==> config.mk <==
export PLATFORM = sky130hd
export DESIGN_NAME = codec_i2c_writer
export DESIGN_NICKNAME = d
export VERILOG_FILES = /design/src/rtl/codec_i2c_writer.sv
export SDC_FILE = /design/constraint.sdc
export NUM_CORES = 1
export LEC_CHECK = 0
export ABC_AREA = 1
export CAP_MARGIN = 20
export CORE_MARGIN = 3
export CORE_UTILIZATION = 56
export DETAILED_ROUTE_END_ITERATION = 7
export GPL_TIMING_DRIVEN = 0
export PLACE_DENSITY = 0.81
export SLEW_MARGIN = 30
export SYNTH_ARGS = -nofsm -noshare
export SYNTH_HDL_FRONTEND = slang
export SYNTH_SLANG_ARGS = --single-unit
==> constraint.sdc <==
create_clock -name I2C_clk -period 2 [get_ports I2C_clk]
set_input_delay 0.6 -clock I2C_clk [delete_from_list [all_inputs] [get_ports I2C_clk]]
set_output_delay 0.6 -clock I2C_clk [all_outputs]
set_load 0.01 [all_outputs]
==> src/rtl/codec_i2c_writer.sv <==
// codec_i2c_writer: single-master I2C write of {DEV_ADDR, SubAddrL, data} to an audio codec.
// Ports:
//   I2C_clk  - clock, all logic on rising edge
//   reset    - synchronous active-high reset
//   write    - request one register write (sampled only when idle)
//   SubAddrL - register sub-address, captured with write
//   data     - register data, captured with write
//   SDA_in   - sampled SDA bus level for ACK detection
//   SCL      - I2C clock (1 = released)
//   SDA_out  - SDA drive value (always 0, open-drain)
//   SDA_oe   - 1 pulls SDA low, 0 releases it
//   busy     - frame in progress
//   NewCom   - one-cycle pulse at frame end, requests the next write
//   ack_err  - sticky NACK flag for the last frame
module codec_i2c_writer #(
    parameter logic [7:0]  DEV_ADDR = 8'h34,
    parameter int unsigned CLK_DIV  = 4
) (
    input  logic       I2C_clk,
    input  logic       reset,
    input  logic       write,
    input  logic [7:0] SubAddrL,
    input  logic [7:0] data,
    input  logic       SDA_in,
    output logic       SCL,
    output logic       SDA_out,
    output logic       SDA_oe,
    output logic       busy,
    output logic       NewCom,
    output logic       ack_err
);
    typedef enum logic [2:0] {IDLE, START, BIT, STOP, DONE} state_t;

    localparam logic [7:0] QMAX = 8'(CLK_DIV - 1);

    state_t      state_q, state_d;
    logic [7:0]  qtr_q, qtr_d;
    logic [1:0]  ph_q, ph_d;
    logic [3:0]  bit_q, bit_d;
    logic [1:0]  byte_q, byte_d;
    logic [23:0] sh_q, sh_d;
    logic        ack_err_d, scl_d, sda_oe_d, busy_d, new_com_d;
    logic        tick, ph_end;

    assign tick    = qtr_q == QMAX;
    assign ph_end  = tick && ph_q == 2'd3;
    assign SDA_out = 1'b0;

    always_comb begin
        state_d   = state_q;
        qtr_d     = qtr_q;
        ph_d      = ph_q;
        bit_d     = bit_q;
        byte_d    = byte_q;
        sh_d      = sh_q;
        ack_err_d = ack_err;
        if (state_q == START || state_q == BIT || state_q == STOP) begin
            qtr_d = tick ? '0 : qtr_q + 8'd1;
            ph_d  = tick ? ph_q + 2'd1 : ph_q;
        end
        case (state_q)
            IDLE: begin
                if (write) begin
                    state_d   = START;
                    qtr_d     = '0;
                    ph_d      = '0;
                    bit_d     = '0;
                    byte_d    = '0;
                    sh_d      = {DEV_ADDR[7:1], 1'b0, SubAddrL, data};
                    ack_err_d = 1'b0;
                end
            end
            START: state_d = ph_end ? BIT : START;
            BIT: begin
                // ACK slot: sample on the last cycle SCL is high; the flag itself steers the byte decision
                if (tick && ph_q == 2'd2 && bit_q == 4'd8 && SDA_in)
                    ack_err_d = 1'b1;
                if (ph_end) begin
                    if (bit_q != 4'd8) begin
                        bit_d = bit_q + 4'd1;
                        sh_d  = {sh_q[22:0], 1'b0};
                    end else if (ack_err || byte_q == 2'd2) begin
                        state_d = STOP;
                        bit_d   = '0;
                        byte_d  = '0;
                    end else begin
                        bit_d  = '0;
                        byte_d = byte_q + 2'd1;
                    end
                end
            end
            STOP:    state_d = ph_end ? DONE : STOP;
            DONE:    state_d = IDLE;
            default: state_d = IDLE;
        endcase
    end

    // Bus levels are decoded from next-state values so every output comes straight from a flop
    always_comb begin
        scl_d     = 1'b1;
        sda_oe_d  = 1'b0;
        case (state_d)
            START: begin
                scl_d    = ph_d != 2'd3;
                sda_oe_d = ph_d[1];
            end
            BIT: begin
                scl_d    = ph_d == 2'd1 || ph_d == 2'd2;
                sda_oe_d = bit_d != 4'd8 && !sh_d[23];
            end
            STOP: begin
                scl_d    = ph_d != 2'd0;
                sda_oe_d = !ph_d[1];
            end
            default: ;
        endcase
        busy_d    = state_d == START || state_d == BIT || state_d == STOP;
        new_com_d = state_d == DONE;
    end

    always_ff @(posedge I2C_clk) begin
        if (reset) begin
            state_q <= IDLE;
            qtr_q   <= '0;
            ph_q    <= '0;
            bit_q   <= '0;
            byte_q  <= '0;
            sh_q    <= '0;
            SCL     <= 1'b1;
            SDA_oe  <= 1'b0;
            busy    <= 1'b0;
            NewCom  <= 1'b0;
            ack_err <= 1'b0;
        end else begin
            state_q <= state_d;
            qtr_q   <= qtr_d;
            ph_q    <= ph_d;
            bit_q   <= bit_d;
            byte_q  <= byte_d;
            sh_q    <= sh_d;
            SCL     <= scl_d;
            SDA_oe  <= sda_oe_d;
            busy    <= busy_d;
            NewCom  <= new_com_d;
            ack_err <= ack_err_d;
        end
    end
endmodule

## Word level (Yosys, flattened, before mapping)

Cells that the tools add are included.

- Add/subtract/negate cells: 4
- Equal/unequal tests: 22
- Muxes and demuxes: 33
- Reductions and logical operators: 19

Operator list:

| operator | number |
|---|---|
| 24-bit two-way mux | 3 |
| 24-bit case mux with 2 select lines | 1 |
| 8-bit two-way mux | 4 |
| 2-bit two-way mux | 9 |
| 3-bit two-way mux | 5 |
| 3-bit by 2-bit equality test with 1-bit output (second input constant) | 4 |
| 4-bit two-way mux | 3 |
| 3-bit case mux with 4 select lines | 1 |
| 8-bit by 1-bit adder with 8-bit output (second input constant) | 1 |
| 2-bit equality test (second input constant) | 4 |
| 8-bit by 2-bit equality test with 1-bit output (second input constant) | 1 |
| 2-bit inequality test (second input constant) | 4 |
| 4-bit inequality test (second input constant) | 2 |
| 4-bit case mux with 2 select lines | 1 |
| 4-bit AND reduction | 2 |
| 3-bit by 1-bit equality test with 1-bit output (second input constant) | 2 |
| 1-bit logical OR | 6 |
| 1-bit case mux with 3 select lines | 2 |
| 1-bit logical AND | 5 |
| 2-bit by 1-bit adder with 2-bit output (second input constant) | 2 |
| 4-bit by 1-bit adder with 4-bit output (second input constant) | 1 |
| 4-bit equality test (second input constant) | 1 |
| 2-bit by 1-bit inequality test with 1-bit output (second input constant) | 2 |
| 2-bit case mux with 2 select lines | 1 |
| 8 further kinds | 11 |

- Register bits: 48
- Bits of input ports: 20
- Output and inout port bits: 6
- Logic and storage cells: 90

## Longest topological paths before layout

- Word-level depth: 9
- Gate-level depth with buffers: 14

## Worst setup path after synthesis

No wires, ideal clock.

- Kind: input-to-reg
- From: input port write
- To: register SCL
- Setup time: 119 ps
- Data arrival time: 1695 ps
- Data required time: 1881 ps
- Slack: 186 ps
- Cell stages on the path: 9
- Cell sequence: inv_1 -> nor3_2 -> buf_2 -> nor3_2 -> inv_1 -> ha_1 -> inv_1 -> a21oi_1 -> nand3_2

- Longest elaborated chain between the ends: 5
- Elaborated cells on any way between the ends: 13
- Classes of those cells: eq/ne (6); mux (5); reduce/logical (2)

Ends and longest elaborated chain:

| element | line | text |
|---|---|---|
| from (decl) | 21 | `input logic write,` |
| 2-bit two-way mux (*) | 63 | `if (write) begin` |
| 2-bit two-way mux (*) | 61 | `case (state_q)` |
| named net ph_d[0] | 38 | `logic [1:0] ph_q, ph_d;` |
| 2-bit by 1-bit equality test with 1-bit output / 2-bit equality test (equally long branches) | 108 | `scl_d = ph_d == 2'd1 \|\| ph_d == 2'd2;` |
| 1-bit logical OR | 108 |  |
| 1-bit case mux with 3 select lines (*) | 102 | `case (state_d)` |
| to (signal assigned) | 141 | `SCL <= scl_d;` |
| to (decl) | 25 | `output logic SCL,` |

The timed path passes the listed nets; every way through them passes the cells marked *.
A chain may end at the register's enable or synchronous reset.

## Final worst setup path

- From: input port write
- To: register qtr_q[4]

- Longest elaborated chain between the ends: 2

Ends and longest elaborated chain:

| element | line | text |
|---|---|---|
| 8-bit two-way mux | 63 |  |
| 8-bit two-way mux | 61 |  |
| to (signal assigned) | 136 | `qtr_q <= qtr_d;` |
| to (decl) | 37 | `logic [7:0] qtr_q, qtr_d;` |

No other way between the ends.

==> flow_summary.toml <==
[status]
outcome = "complete, no violations"

[timing]
hold_viol_final = 0
timing.fmax_mhz = 503
fin_tns_setup_ns = 0
final.min_clock_period_ns = 1.99
final-max-slew-violation-count = 0
setup_ws_ns = 0.0136
max-slew-margin-rel_pct = 64.4
final_report_setup_violation_count = 0
tightestPinTransition_ns = 0.534
final.setup_skew_ns = 0.0120
min_period_over_period_pct = 99.3
rsz0062_at_grt = "yes"

[finish]
final_core_density_pct = 71.0
nFillCells = 327
layout.area.seq_um2 = 966
antennaDiodeCount = 0
final_area_um2 = 2880
final_layout_size_suffix_gt1_share_pct = 16.4
final_nets = 393
multi_input_gate_area_in_the_final_layout_um2 = 1220
synthToLayoutAreaGrowth_pct = 20.1

[yosys]
synthTopCellsByArea = "sky130_fd_sc_hd__dfxtp_1 (40%), sky130_fd_sc_hd__nand2_1 (13%), sky130_fd_sc_hd__a21oi_1 (7.7%), sky130_fd_sc_hd__inv_1 (5.0%), sky130_fd_sc_hd__ha_1 (4.2%)"
synthesis.nets = 356
synth_seq_area_share_pct = 40.0
synthesis.area_per_instance_um2 = 7.32
yosysWarnings = 0
dominantRegCellSynth = "sky130_fd_sc_hd__dfxtp_1"
synth_top_area_share_pct = 40.0
yosys_register_bits = 48
synth_enable_flop_cells = 0
yosysUniqueCellTypes = 37
synth-async-reset-ratio_pct = 0
synth.largest_area_cell = "sky130_fd_sc_hd__dfxtp_1"
synth_cells = 328
synthesis.area_um2 = 2400

[floorplanning]
core_area_um2 = 4060
design.die.area_um2 = 5110
core.rowCount = 23
ioPinCount = 26
die_h_um = 71.5
initial_utilization_pct = 59.1
die-width_um = 71.5

[clock_network]
cts_tree = "built"
clock_insertion_delay_worst_skew_ns = 0.31
cts_root_buf = "sky130_fd_sc_hd__clkbuf_8"
cts.reportedPaths.clkPinSlew_ns = 0.09
htree_levels = 2
cts_hold_buffers = 0
cts-buffers-inserted = 5
clockBufferDepth = 2
clock_tree_sinks = 48

[detailed_routing]
final_antenna_net_count = 0
routed_wl_mm = 5.38
viasPerCell = 5.39
detail_route.drc_violations = 0
dr.first_iter.drc_count = 112
route.detailed.wl_per_inst_um = 12.9
vias = 2243
drt_first_pass_iters = 5

[setup_path]
cp.required_ns = 2.21
cp.arrival_ns = 2.20
worst-setup-path-type = "in2reg"
critical_path_launch_point_type = "primary input"
capturing_element_type_of_the_critical_path = "flop"
timing.critical_path.fanout_max = 7

[grt]
grt_max_degree = 15
global_route.usage.met2_pct = 36.6
grt_util_all_layers_pct = 20.7
grt_antenna_before_repair = 0
use_met3_pct = 4.49
busiest_layer = "met2"
grt_pass1_wl_mm = 8.53
grt_pass1_vias = 2025
grt_util_met1_pct = 24.4
globalRoute.totalOverflow = 0

[placement]
routabilityCongestion = 0.830
post-dp-hpwl_mm = 3.78
total_cell_area_at_the_placement_stage_um2 = 2690
port-buffer-count = 23
dp_worst_setup_slack_ns = -0.555

[hold_path]
hold_class = "reg2reg"

[power]
cellLeakagePower_nw = 1.22
power.ir.vdd_worst_mv = 0.435
power.density_nw_per_um2 = 644
totalPowerFinal_mw = 1.86

[flow_run]
drv.max_cap_violation_count = 0
## state kept, by name, indices dropped and copies added, names as in the netlist
| name | count |
|---|---|
| byte_q | 2 |
| ph_q | 2 |
| SDA_oe | 1 |
| state_q | 3 |
| ack_err | 1 |
| qtr_q | 8 |
| busy | 1 |
| bit_q | 4 |
| SCL | 1 |
| NewCom | 1 |
| sh_q | 24 |
## critical path: stages
cell and delay [ns]:
sky130_fd_sc_hd__clkdlybuf4s50_1 0.50, sky130_fd_sc_hd__inv_1 0.08, sky130_fd_sc_hd__nor3_4 0.27, sky130_fd_sc_hd__buf_6 0.14
sky130_fd_sc_hd__inv_2 0.04, sky130_fd_sc_hd__nand2_1 0.09, sky130_fd_sc_hd__inv_1 0.06, sky130_fd_sc_hd__nand2_1 0.22
sky130_fd_sc_hd__nor2_1 0.09, sky130_fd_sc_hd__o21a_1 0.10
## per-layer routing
layer / vias to the layer above / wire [µm]
met3: 7 / 226
met1: 1040 / 2450
met2: 51 / 2630
met5: - / 0
met4: 0 / 61
li1: 1145 / -
## Yosys cell counts, drive strengths merged (2+ instances only)
library cell and instances:
buf 9, a21oi 38, nor3 5, ha 8
nor2 28, dfxtp 48, nand3 19, o21ai 9
inv 42, a31oi 4, a22oi 11, nand2 86
nor3b 2, nand4 7, nor4 2, clkbuf 3
## cell families (layout without fill, tap and decap cells)
family,after synthesis,after routing,share of synthesized area (%)
and+or+nand+nor,150,150,29.4
AOI/OAI and AO/OA,66,66,15.7
buffers and inverters,54,92,10.1
DFF,48,48,40.0
adders and majority gates,8,8,4.17
other,1,1,0.156
xor gates and xnor gates,1,1,0.365
## what timing repair did
action / 4_1_cts / 5_1_grt
setup buffers: 0 / 7
endpoints found under the setup margin: 1 / 8
pin swaps: 1 / 4
resized for setup: 4 / 11
cloned: 0 / 0
## where the power goes
| group | internal [mW] | total [mW] | switching [mW] |
|---|---|---|---|
| Sequential | 0.991 | 1.01 | 0.0209 |
| Combinational | 0.109 | 0.230 | 0.121 |
| Clock | 0.277 | 0.613 | 0.336 |
| Total | 1.38 | 1.86 | 0.478 |
## layout make-up
type | count | share of cell area [%]
Timing Repair Buffer | 30 | 9.94
Sequential cell | 48 | 33.5
Buffer | 12 | 3.08
Inverter | 42 | 5.56
Multi-Input combinational cell | 226 | 42.5
Tap cell | 50 | 2.17
Clock buffer | 6 | 2.87
Clock inverter | 2 | 0.347
## per-stage QoR
step / hold slack [ns] / instances
2_1_floorplan: 0.431 / 328
3_3_place_gp: 0.446 / 401
3_5_place_dp: 0.453 / 401
4_1_cts: 0.467 / 409
5_1_grt: 0.486 / 416
6_report: 0.465 / 416
## cell usage in the layout (no fill, tap or decap), types with 7 or more instances in the layout
master	n
sky130_fd_sc_hd__clkdlybuf4s50_1	23
sky130_fd_sc_hd__ha_1	7
sky130_fd_sc_hd__inv_1	32
sky130_fd_sc_hd__a21oi_1	35
sky130_fd_sc_hd__nand4_1	7
sky130_fd_sc_hd__inv_2	9
sky130_fd_sc_hd__dfxtp_1	44
sky130_fd_sc_hd__nand2_1	81
sky130_fd_sc_hd__nand3_1	15
sky130_fd_sc_hd__nor2_1	21
sky130_fd_sc_hd__o21ai_0	7
sky130_fd_sc_hd__buf_4	7
sky130_fd_sc_hd__a22oi_1	11
## path summary, 6_finish.rpt
| path | from | endpoint | slack [ns] | cells after the start |
|---|---|---|---|---|
| worst max-delay path | write | qtr_q[4] | 0.01 | 10 |
| worst max register to register | bit_q[0] | sh_q[5] | 0.10 | 10 |
| worst min register to register | sh_q[4] | sh_q[4] | 0.47 | 2 |
| worst min-delay path | sh_q[4] | sh_q[4] | 0.47 | 2 |
No activity file was read; power rests on OpenSTA's default activity.
